[src/rtl/regfile_access_arbiter_if.sv]
// Bundle of every signal between regfile_access_arbiter and its neighbours: the core's
// file-register access, the register file port and the debug single-byte requester.
//   slave  : the arbiter's view (core/debug requests and rf read data in; rf port,
//            stall, debug completion and read data out).
//   master : the environment's view (core, debug requester and register file).
interface regfile_access_arbiter_if;
  // Core side
  logic [6:0] core_f_addr;
  logic       core_wr_en;
  logic [7:0] core_data_in;
  logic [7:0] core_f_data;
  logic [7:0] status_reg_val;
  logic [7:0] fsr_reg_val;
  logic       core_at_boundary;
  logic       core_stall;
  // Register file port
  logic [8:0] rf_addr;
  logic       rf_wr_en;
  logic [7:0] rf_data_in;
  logic [7:0] rf_data_out;
  // Debug requester
  logic       dbg_req;
  logic       dbg_we;
  logic [8:0] dbg_addr;
  logic [7:0] dbg_wdata;
  logic       dbg_ack;
  logic       dbg_err;
  logic [7:0] dbg_rdata;

  modport slave (
    input  core_f_addr, core_wr_en, core_data_in, status_reg_val, fsr_reg_val,
           core_at_boundary, rf_data_out, dbg_req, dbg_we, dbg_addr, dbg_wdata,
    output core_f_data, core_stall, rf_addr, rf_wr_en, rf_data_in,
           dbg_ack, dbg_err, dbg_rdata
  );

  modport master (
    output core_f_addr, core_wr_en, core_data_in, status_reg_val, fsr_reg_val,
           core_at_boundary, rf_data_out, dbg_req, dbg_we, dbg_addr, dbg_wdata,
    input  core_f_data, core_stall, rf_addr, rf_wr_en, rf_data_in,
           dbg_ack, dbg_err, dbg_rdata
  );
endinterface

[src/rtl/regfile_access_arbiter.sv]
// Owns the file-register port. Resolves core accesses (direct RP bank bits or INDF via
// IRP:FSR) and lets a debug requester do one byte read/write by stalling the core at an
// instruction boundary.
// Ports:
//   clk  : system clock
//   rst  : synchronous active-high reset
//   bus  : regfile_access_arbiter_if.slave (core, register file and debug signals)
// Parameter:
//   DBG_WAIT_MAX : cycles to wait for a core boundary before aborting with dbg_err.
module regfile_access_arbiter #(
  parameter logic [15:0] DBG_WAIT_MAX = 16'd255
) (
  input logic                    clk,
  input logic                    rst,
  regfile_access_arbiter_if.slave bus
);

  localparam logic [2:0] StIdle    = 3'd0;
  localparam logic [2:0] StWait    = 3'd1;
  localparam logic [2:0] StAccess  = 3'd2;
  localparam logic [2:0] StCapture = 3'd3;
  localparam logic [2:0] StDone    = 3'd4;

  logic [2:0]  state_q, state_d;
  logic [15:0] wait_cnt_q, wait_cnt_d;
  logic        dbg_we_q, dbg_we_d;
  logic [8:0]  dbg_addr_q, dbg_addr_d;
  logic [7:0]  dbg_wdata_q, dbg_wdata_d;
  logic        err_q, err_d;
  logic [7:0]  dbg_rdata_q, dbg_rdata_d;
  logic        null_q, null_d;
  logic        stall_q;

  logic [8:0]  core_addr;
  logic        in_access;
  logic [8:0]  mux_addr;
  logic        mux_null;
  logic [7:0]  rd_data;

  // f == 0 selects INDF: address comes from IRP:FSR, otherwise RP1:RP0:f.
  assign core_addr = (bus.core_f_addr == 7'd0) ?
                     {bus.status_reg_val[7], bus.fsr_reg_val} :
                     {bus.status_reg_val[6:5], bus.core_f_addr};

  assign in_access = (state_q == StAccess);
  assign mux_addr  = in_access ? dbg_addr_q : core_addr;
  // Offset 0 in any bank is INDF itself; an access through it reads 0 and never writes.
  assign mux_null  = (mux_addr[6:0] == 7'd0);
  assign null_d    = mux_null;

  assign bus.rf_addr    = mux_addr;
  assign bus.rf_wr_en   = (in_access ? dbg_we_q : bus.core_wr_en) & ~mux_null;
  assign bus.rf_data_in = in_access ? dbg_wdata_q : bus.core_data_in;

  assign rd_data          = null_q ? 8'h00 : bus.rf_data_out;
  assign bus.core_f_data  = rd_data;
  assign bus.core_stall   = stall_q;
  assign bus.dbg_ack      = (state_q == StDone);
  assign bus.dbg_err      = (state_q == StDone) & err_q;
  assign bus.dbg_rdata    = dbg_rdata_q;

  always_comb begin
    state_d     = state_q;
    wait_cnt_d  = wait_cnt_q;
    dbg_we_d    = dbg_we_q;
    dbg_addr_d  = dbg_addr_q;
    dbg_wdata_d = dbg_wdata_q;
    err_d       = err_q;
    dbg_rdata_d = dbg_rdata_q;
    case (state_q)
      StIdle: begin
        if (bus.dbg_req) begin
          dbg_we_d    = bus.dbg_we;
          dbg_addr_d  = bus.dbg_addr;
          dbg_wdata_d = bus.dbg_wdata;
          wait_cnt_d  = 16'd0;
          err_d       = 1'b0;
          state_d     = StWait;
        end
      end
      StWait: begin
        // Boundary beats timeout. The counter stops at DBG_WAIT_MAX (<= 16'hFFFF), so it
        // never wraps; the abort ack lands DBG_WAIT_MAX + 2 cycles after the request.
        if (bus.core_at_boundary) begin
          state_d = StAccess;
        end else if (wait_cnt_q == DBG_WAIT_MAX) begin
          err_d   = 1'b1;
          state_d = StDone;
        end else begin
          wait_cnt_d = wait_cnt_q + 16'd1;
        end
      end
      StAccess: begin
        state_d = dbg_we_q ? StDone : StCapture;
      end
      StCapture: begin
        dbg_rdata_d = rd_data;
        state_d     = StDone;
      end
      StDone: begin
        state_d = StIdle;
      end
      default: begin
        state_d = StIdle;
      end
    endcase
  end

  always_ff @(posedge clk) begin
    if (rst) begin
      state_q     <= StIdle;
      wait_cnt_q  <= 16'd0;
      dbg_we_q    <= 1'b0;
      dbg_addr_q  <= 9'd0;
      dbg_wdata_q <= 8'h00;
      err_q       <= 1'b0;
      dbg_rdata_q <= 8'h00;
      null_q      <= 1'b0;
      stall_q     <= 1'b0;
    end else begin
      state_q     <= state_d;
      wait_cnt_q  <= wait_cnt_d;
      dbg_we_q    <= dbg_we_d;
      dbg_addr_q  <= dbg_addr_d;
      dbg_wdata_q <= dbg_wdata_d;
      err_q       <= err_d;
      dbg_rdata_q <= dbg_rdata_d;
      null_q      <= null_d;
      // Registered stall: high for every non-idle state, drops as IDLE is entered.
      stall_q     <= (state_d != StIdle);
    end
  end

endmodule

[src/flat_wrapper.sv]
// flat-port wrapper written by rule: the top's interface ports become plain ports
module regfile_access_arbiter_flat 
#(
  parameter logic [15:0] DBG_WAIT_MAX = 16'd255
)
  (clk, rst, bus_core_f_addr, bus_core_wr_en, bus_core_data_in, bus_status_reg_val, bus_fsr_reg_val, bus_core_at_boundary, bus_rf_data_out, bus_dbg_req, bus_dbg_we, bus_dbg_addr, bus_dbg_wdata, bus_core_f_data, bus_core_stall, bus_rf_addr, bus_rf_wr_en, bus_rf_data_in, bus_dbg_ack, bus_dbg_err, bus_dbg_rdata);
  regfile_access_arbiter_if bus_i ();
  input logic clk;
  input logic rst;
  input wire logic [$bits(bus_i.core_f_addr)-1:0] bus_core_f_addr;
  input wire logic [$bits(bus_i.core_wr_en)-1:0] bus_core_wr_en;
  input wire logic [$bits(bus_i.core_data_in)-1:0] bus_core_data_in;
  input wire logic [$bits(bus_i.status_reg_val)-1:0] bus_status_reg_val;
  input wire logic [$bits(bus_i.fsr_reg_val)-1:0] bus_fsr_reg_val;
  input wire logic [$bits(bus_i.core_at_boundary)-1:0] bus_core_at_boundary;
  input wire logic [$bits(bus_i.rf_data_out)-1:0] bus_rf_data_out;
  input wire logic [$bits(bus_i.dbg_req)-1:0] bus_dbg_req;
  input wire logic [$bits(bus_i.dbg_we)-1:0] bus_dbg_we;
  input wire logic [$bits(bus_i.dbg_addr)-1:0] bus_dbg_addr;
  input wire logic [$bits(bus_i.dbg_wdata)-1:0] bus_dbg_wdata;
  output wire logic [$bits(bus_i.core_f_data)-1:0] bus_core_f_data;
  output wire logic [$bits(bus_i.core_stall)-1:0] bus_core_stall;
  output wire logic [$bits(bus_i.rf_addr)-1:0] bus_rf_addr;
  output wire logic [$bits(bus_i.rf_wr_en)-1:0] bus_rf_wr_en;
  output wire logic [$bits(bus_i.rf_data_in)-1:0] bus_rf_data_in;
  output wire logic [$bits(bus_i.dbg_ack)-1:0] bus_dbg_ack;
  output wire logic [$bits(bus_i.dbg_err)-1:0] bus_dbg_err;
  output wire logic [$bits(bus_i.dbg_rdata)-1:0] bus_dbg_rdata;
  assign bus_i.core_f_addr = bus_core_f_addr;
  assign bus_i.core_wr_en = bus_core_wr_en;
  assign bus_i.core_data_in = bus_core_data_in;
  assign bus_i.status_reg_val = bus_status_reg_val;
  assign bus_i.fsr_reg_val = bus_fsr_reg_val;
  assign bus_i.core_at_boundary = bus_core_at_boundary;
  assign bus_i.rf_data_out = bus_rf_data_out;
  assign bus_i.dbg_req = bus_dbg_req;
  assign bus_i.dbg_we = bus_dbg_we;
  assign bus_i.dbg_addr = bus_dbg_addr;
  assign bus_i.dbg_wdata = bus_dbg_wdata;
  assign bus_core_f_data = bus_i.core_f_data;
  assign bus_core_stall = bus_i.core_stall;
  assign bus_rf_addr = bus_i.rf_addr;
  assign bus_rf_wr_en = bus_i.rf_wr_en;
  assign bus_rf_data_in = bus_i.rf_data_in;
  assign bus_dbg_ack = bus_i.dbg_ack;
  assign bus_dbg_err = bus_i.dbg_err;
  assign bus_dbg_rdata = bus_i.dbg_rdata;
  regfile_access_arbiter #(.DBG_WAIT_MAX(DBG_WAIT_MAX)) u_core (.clk(clk), .rst(rst), .bus(bus_i));
endmodule
[config.mk]
export PLATFORM = sky130hd
export DESIGN_NAME = regfile_access_arbiter_flat
export DESIGN_NICKNAME = d
export VERILOG_FILES = /design/src/rtl/regfile_access_arbiter_if.sv /design/src/rtl/regfile_access_arbiter.sv /design/src/flat_wrapper.sv
export SDC_FILE = /design/constraint.sdc
export NUM_CORES = 1
export LEC_CHECK = 0
export CORE_ASPECT_RATIO = 0.6
export CORE_MARGIN = 3
export CORE_UTILIZATION = 30
export CTS_BUF_LIST = sky130_fd_sc_hd__clkbuf_4
export DETAILED_ROUTE_END_ITERATION = 16
export GPL_TIMING_DRIVEN = 0
export PLACE_DENSITY = 0.69
export SYNTH_ARGS = -nofsm -noshare
export SYNTH_HDL_FRONTEND = slang
export SYNTH_SLANG_ARGS = --single-unit
[constraint.sdc]
create_clock -name clk -period 2.4 [get_ports clk]
set_input_delay 0.36 -clock clk [delete_from_list [all_inputs] [get_ports clk]]
set_output_delay 0.36 -clock clk [all_outputs]
set_load 0.01 [all_outputs]
==> qor.yml <==
clocking:
  h-tree-depth: 2
  clockRootBuffer: "clkbuf_4"
  cts_buffers: 5
  clkSinkCount: 48
  cts.clk_slew.worst_paths_ns: 0.14
  ctsHoldBuffers: 0
  cts_tree: "done"
  ctsLongestPathBuffers: 2
  insertion_delay_ns: 0.37
floorplanning:
  die_w_um: 121
  io_pins: 99
  initial_core_util: 0.317
  core-area_um2: 7480
  die-area_um2: 9050
  fp-row-count: 24
  fp.dieH_um: 74.9
power:
  p_leak_nw: 1.42
  p_per_area_nw_per_um2: 535
  p_seq_frac: 0.428
  p_int_w: 0.00148
  p_clk_frac: 0.351
  ir_worst_vdd_uv: 294
  p_comb_frac: 0.221
  p_switching_w: 0.000506
  p_sw_frac: 0.255
critical_path:
  cp_cell_sequence: "or3b_4 > mux2i_1 > o21ai_2 > nor4_2 > buf_4 > a21oi_2 > buf_2"
  crit_type: "reg2out"
  critPathMaxStageDelay_ns: 0.45
  cp.required_ns: 2.04
  critPathCaptureType: "output port"
  cp.arrival_ns: 2.11
  slowest_stage: "or3b_4"
  crit_path_start_kind: "register"
  cp_max_fo: 5
yosys:
  synth-main-ff-cell: "dfxtp_1"
  yosysUniqueCellTypes: 41
  async_flop_share: 0
  yosysTopAreaCellShare: 0.405
  yosysTopAreaCell: "dfxtp_1"
  synth_nets: 381
  syn_avg_cell_area_um2: 7.46
  synthTopCellsByCount: "nand2_1 (88), dfxtp_1 (48), a21oi_1 (42)"
  ys_ff_latch: 48
  synth_most_common_cell: "nand2_1"
  seq_area_frac_synth: 0.405
  synth_edf_count: 0
  synth_area_um2: 2370
  yosys-top-cells-area: "dfxtp_1 (41%), nand2_1 (14%), a21oi_1 (8.9%), nor2_1 (3.2%), mux2i_1 (3.0%)"
  synthCells: 318
  ys_warn_count: 0
route:
  postRouteAntennaNets: 0
  vias: 2582
  via_per_inst: 4.84
  wl_per_cell_um: 14.1
  routed_wl_um: 7500
  drcViolationCount: 0
  drt_iter0_drc: 246
  dr.pass1.iters: 4
sta:
  maxSlewViolCount: 0
  period_share: 1.03
  setup_viol: 1
  worstMarginPinSlew_ns: 0.631
  rsz0062_at_grt: "yes"
  setup_ws_ns: -0.0736
  slew_headroom: 0.577
  max_freq_ghz: 0.404
  clock_skew_ns: 0.0206
  period_needed_ns: 2.47
  hold_viol: 0
placed_design:
  gp_congestion: 0.867
  place_hpwl_um: 5610
  dp_slack_ns: -0.952
  portBuffers: 92
finish:
  num-fill-cells: 724
  diodes: 0
  register_area_um2: 970
  drive_above_1_share: 0.119
  multi_input_area_um2: 1390
  final_core_util: 0.497
  area_growth_pct: 56.6
  num-nets-final: 491
job:
  maxCapViolCount: 0
global_route:
  grt.busiest_layer: "met2"
  met3_usage: 0.0495
  antenna_found_initial: 0
  use_met1: 0.225
  met2_usage: 0.251
  grt_pass1_wl_um: 11800
  grt_max_degree: 16
  overflow: 0
  first_global_vias: 2425
  grt_usage: 0.163
status:
  violations: "setup timing"
  status: "finished with violations"
hold_path:
  hold_path_class: "in2reg"
[cells in the final DEF, fill, tap and decap left out, drive strengths merged, types with 10 or more instances in the layout]
cell type / n
dfxtp: 48
o21ai: 14
nand2: 88
clkbuf: 16
buf: 20
a21oi: 42
clkdlybuf4s50: 74
nor2b: 10
nor2: 20
[layout make-up]
class | instances | area share
multi-input combinational | 250 | 0.374
clock inverter | 3 | 0.0243
tap | 104 | 0.0350
inverter | 2 | 0.00202
clock buffer | 5 | 0.0101
timing repair buffer | 105 | 0.269
buffer | 16 | 0.0246
sequential | 48 | 0.261
[what timing repair did]
action,CTS,global route
endpoints found under the hold margin,0,0
endpoints found under the setup margin,23,22
setup buffers,8,5
pin swaps,4,3
gates resized for setup,41,27
[registers in the layout, indices dropped and copies added (netlist names)]
name,count
u_core.null_q,1
u_core.dbg_wdata_q,8
u_core.dbg_we_q,1
u_core.err_q,1
u_core.bus.core_stall,1
u_core.dbg_addr_q,9
u_core.state_q,3
u_core.wait_cnt_q,16
u_core.bus.dbg_rdata,8
[routing by layer]
layer	part of all wire	wire length (µm)
met2	0.42	3150
met1	0.49	3660
met3	0.083	619
met4	0.0091	68
met5	0	0
[final timing paths]
| check | to | cells past startpoint | slack [ns] | start |
|---|---|---|---|---|
| hold / removal | u_core.state_q[0] | 2 | 0.30 | rst |
| setup / recovery | bus_rf_wr_en | 7 | -0.07 | u_core.state_q[2] |
| setup reg to reg | u_core.wait_cnt_q[10] | 7 | 0.22 | u_core.state_q[1] |
| hold reg to reg | u_core.bus.dbg_rdata[4] | 2 | 0.46 | u_core.bus.dbg_rdata[4] |
[critical path, delay by kind of cell, from the launching register on]
family / cells / cell delay [ns]
and+or+nand+nor: 2 / 0.73
muxes: 1 / 0.20
buffers and inverters: 2 / 0.31
DFF: 1 / 0.37
AOI/OAI and AO/OA: 2 / 0.15
[cells by family after synthesis]
kind of cell / count (synthesis) / synth area share
mux: 7 / 0.0295
xor+xnor: 8 / 0.0295
buf+inv: 20 / 0.0385
flops: 48 / 0.405
simple gates: 169 / 0.344
compound gates: 65 / 0.148
fa+ha+maj: 1 / 0.00527
[power groups by stage]
stage / sequential, W / clock (W) / combinational (W)
floorplan: 0.000864 / 0 / 0.000199
global placement: 0.000866 / 0 / 0.000414
detailed placement: 0.000868 / 0 / 0.000419
CTS: 0.000849 / 0.000709 / 0.000421
global route: 0.000855 / 0.000739 / 0.000484
finish: 0.000851 / 0.000699 / 0.000439
[through the flow]
step           instance area, µm²  total power, W  setup TNS [ns]  std cells  hold WS, ns
6_report                     3710         0.00199         -0.0736        533        0.297
5_1_grt                      3710         0.00208          -0.266        533        0.316
4_1_cts                      3640         0.00198          -0.206        529        0.292
2_1_floorplan                2370         0.00106               0        318        0.432
3_5_place_dp                 3420         0.00129          -12.80        514        0.447
3_3_place_gp                 3420         0.00128          -11.76        514        0.441
(Power assumes the default switching activity.)
==> RTL change, RTL diff (same flow settings) <==
Make the reset (`rst`) asynchronous in one clocked block. Comments in the files are not updated.
--- a/src/rtl/regfile_access_arbiter.sv
+++ b/src/rtl/regfile_access_arbiter.sv
@@ -107,5 +107,5 @@
   end
 
-  always_ff @(posedge clk) begin
+  always_ff @(posedge clk or posedge rst) begin
     if (rst) begin
       state_q     <= StIdle;
Behaviour: differs if rst is asserted again (counterexample within 4 cycles, from zero or initial values and one cycle with rst high); with rst held inactive, the same outputs for 10 cycles.
==> RTL change against the unedited design <==
The flow still finishes with violations (setup timing). Register-to-register slack lost 0.02 ns. Core utilization about the same. Wire length shrank 2.7%. Sequential share of layout area is 4.1 points higher. First-iteration DRC count down 35%. Cell area is 7.1% higher. Clock skew decreased by 0.0050 ns. Worst setup slack got worse by 0.26 ns. Sequential cell count unchanged. Critical path depth rose by 1. Synthesized area grew 6.3%. Die area up 5.9%. Critical path type unchanged. Critical endpoint unchanged. Largest cell class unchanged.
Power is not compared: it rests on default switching activity, and its combinational part moved more than twofold at a synthesized area within 25%.
==> RTL change: results (changes against the unedited design) <==
Outcome
  – Status: complete, but fails checks (unchanged)
  – Failing checks: setup timing (unchanged)

Critical path
  – Crit path arrival time: 2.38 ns (was 2.11 ns)
  – Worst-case reg-to-reg path depth: 7 (unchanged)

Clock tree
  – H-tree depth: 2 (unchanged)
  – TritonCTS buffer count: 5 (unchanged)
  – Register clock-pin slew on the reported worst setup and hold paths: 0.14 ns (about the same)
  – Clock buffer depth: 2 (unchanged)
  – Clock Latency Late Sink: 0.38 ns
  – Root Buffer: clkbuf_4 (unchanged)

Synth
  – Seq/Total Area, Yosys: 47.6% (was 40.5%)
  – Synth cell count leaders: dfrtp_1, nand2_1, mux2_2 (was nand2_1, dfxtp_1, a21oi_1)
  – Largest cells by area after synthesis: dfrtp_1, mux2_2, nand2_1 (was dfxtp_1, nand2_1, a21oi_1)
  – Mapped Cells: 254 (was 318)
  – Synth unique cells: 40 (was 41)
  – Syn Nets: 317 (was 381)
  – Post-synth ARST share: 100% (was 0%)
  – Ys Warns: 0 (unchanged)

Power and ir drop
  – Leakage power: ~1.7 nW
  – Max IR drop VDD: between 0.2 and 0.3 mV

Placed design
  – Dpl cell area: 3610 um2 (was 3420 um2)
  – Placer Congestion: 0.870 (was 0.867)
  – DP Wirelength: 5.18 mm (was 5.61 mm)
  – Port-buffer cells: 93 (was 92)
  – Placed Cells: 456 (was 514)

Final layout
  – Top flop regs: u_core.wait_cnt_q x16, u_core.dbg_addr_q x9 (unchanged)
  – # fillers: 744 (was 724)
  – Final nets: 436 (was 491)
  – Max reg flops: 16 (unchanged)
  – Share of layout cells above drive strength 1: 29.2% (was 11.9%)
  – Footprint of the multi-input gates: 1370 um2 (was 1390 um2)

Timing
  – Finish-stage setup viols: 7 (was 1)
  – Max Clock Skew: 0.0156 ns (was 0.0206 ns)
  – Max-slew headroom: 65.7% (was 57.7%)
  – Worst setup margin: -0.337 ns (was -0.0736 ns)

Drt
  – Vias per Instance: 4.90 (was 4.84)
  – Iter 0 DRT Violations: 161 (was 246)
  – First-pass DRT Iterations: 4 (unchanged)
  – Vias: 2360 (was 2582)
  – WL per Instance: 15.1 um (was 14.1 um)

Global routing
  – Vias in the first global route: 2290 (was 2425)
  – First-pass GRT wire length: 11.7 mm (was 11.8 mm)
  – Initial antenna violation count: 0 (unchanged)
  – All-Layer GR Usage: 14.9% (was 16.3%)
  – Largest net degree at the start of global routing: 39 (was 16)

Worst hold path
  – Hold Path Class: in -> async (was in -> reg)
-- RTL change: logic make-up after synthesis --
kind of cell	synth area share (%)
compound gates	7.25
mux	14.0
xor+xnor	3.13
simple gates	23.9
fa+ha+maj	0.496
flops	47.6
buf+inv	3.62
-- RTL change: final cells by class --
cell class | instances | area share, %
diodes | 1 | 0.0629
plain buffers | 10 | 2.33
clock buffers | 5 | 0.944
clock inverters | 2 | 0.315
inverters | 4 | 0.377
multi-input cells | 190 | 34.4
flip-flops and latches | 48 | 30.2
well taps | 108 | 3.40
repair buffers | 114 | 27.9
-- RTL change: per-layer routing --
metal  GRT usage [%]  part of all wire (%)  routed length [um]  vias to the layer above
met5               0                     0                   0                        -
met4            2.63                  0.62                  45                        0
li1                -                     -                   -                     1123
met3            4.11                   5.3                 390                        6
met2            21.6                    44                3210                       79
met1            22.2                    50                3650                     1152
-- RTL change: power by group --
group | leakage [nW] | total (mW) | internal (mW) | switching [mW]
logic | 1.08 | 1.99 | 1.09 | 0.893
clock network | 0.0271 | 0.373 | 0.107 | 0.265
registers | 0.603 | 1.25 | 1.08 | 0.163
total | 1.71 | 3.61 | 2.28 | 1.32
-- RTL change: stage by stage --
stage	setup TNS, ns	power, mW	setup WS [ns]
after CTS	-2.35	3.38	-0.444
after global placement	-11.48	2.85	-0.804
after floorplan	0	2.17	0.271
after detailed placement	-5.37	2.90	-0.838
final	-0.502	3.61	-0.337
after global routing	-1.69	3.87	-0.466
-- RTL change: what timing repair did --
| item | CTS | global route |
|---|---|---|
| buffers inserted | 14 | 8 |
| setup endpoints to repair | 18 | 31 |
| pin swaps | 4 | 16 |
| cloned | 0 | 1 |
| gates resized for setup | 69 | 49 |
-- RTL change: worst max-delay path, cell delays in order, from the launching register on --
cell and delay [ns]:
dfrtp_1 0.43, or3b_1 0.39, buf_6 0.14, buf_12 0.13, mux2i_4 0.18, o21ai_2 0.10, nor4_4 0.35, a22oi_2 0.14
buf_2 0.16
-- RTL change: final timing paths --
check,slack [ns],end,startpoint
max,-0.34,bus_rf_wr_en,u_core.state_q[0]
min,0.20,u_core.dbg_addr_q[6],rst
max reg2reg,0.20,u_core.wait_cnt_q[12],u_core.state_q[0]
min reg2reg,0.51,u_core.err_q,u_core.err_q
max in group asynchronous,1.70,u_core.wait_cnt_q[7],rst
min in group clk,0.51,u_core.err_q,u_core.err_q
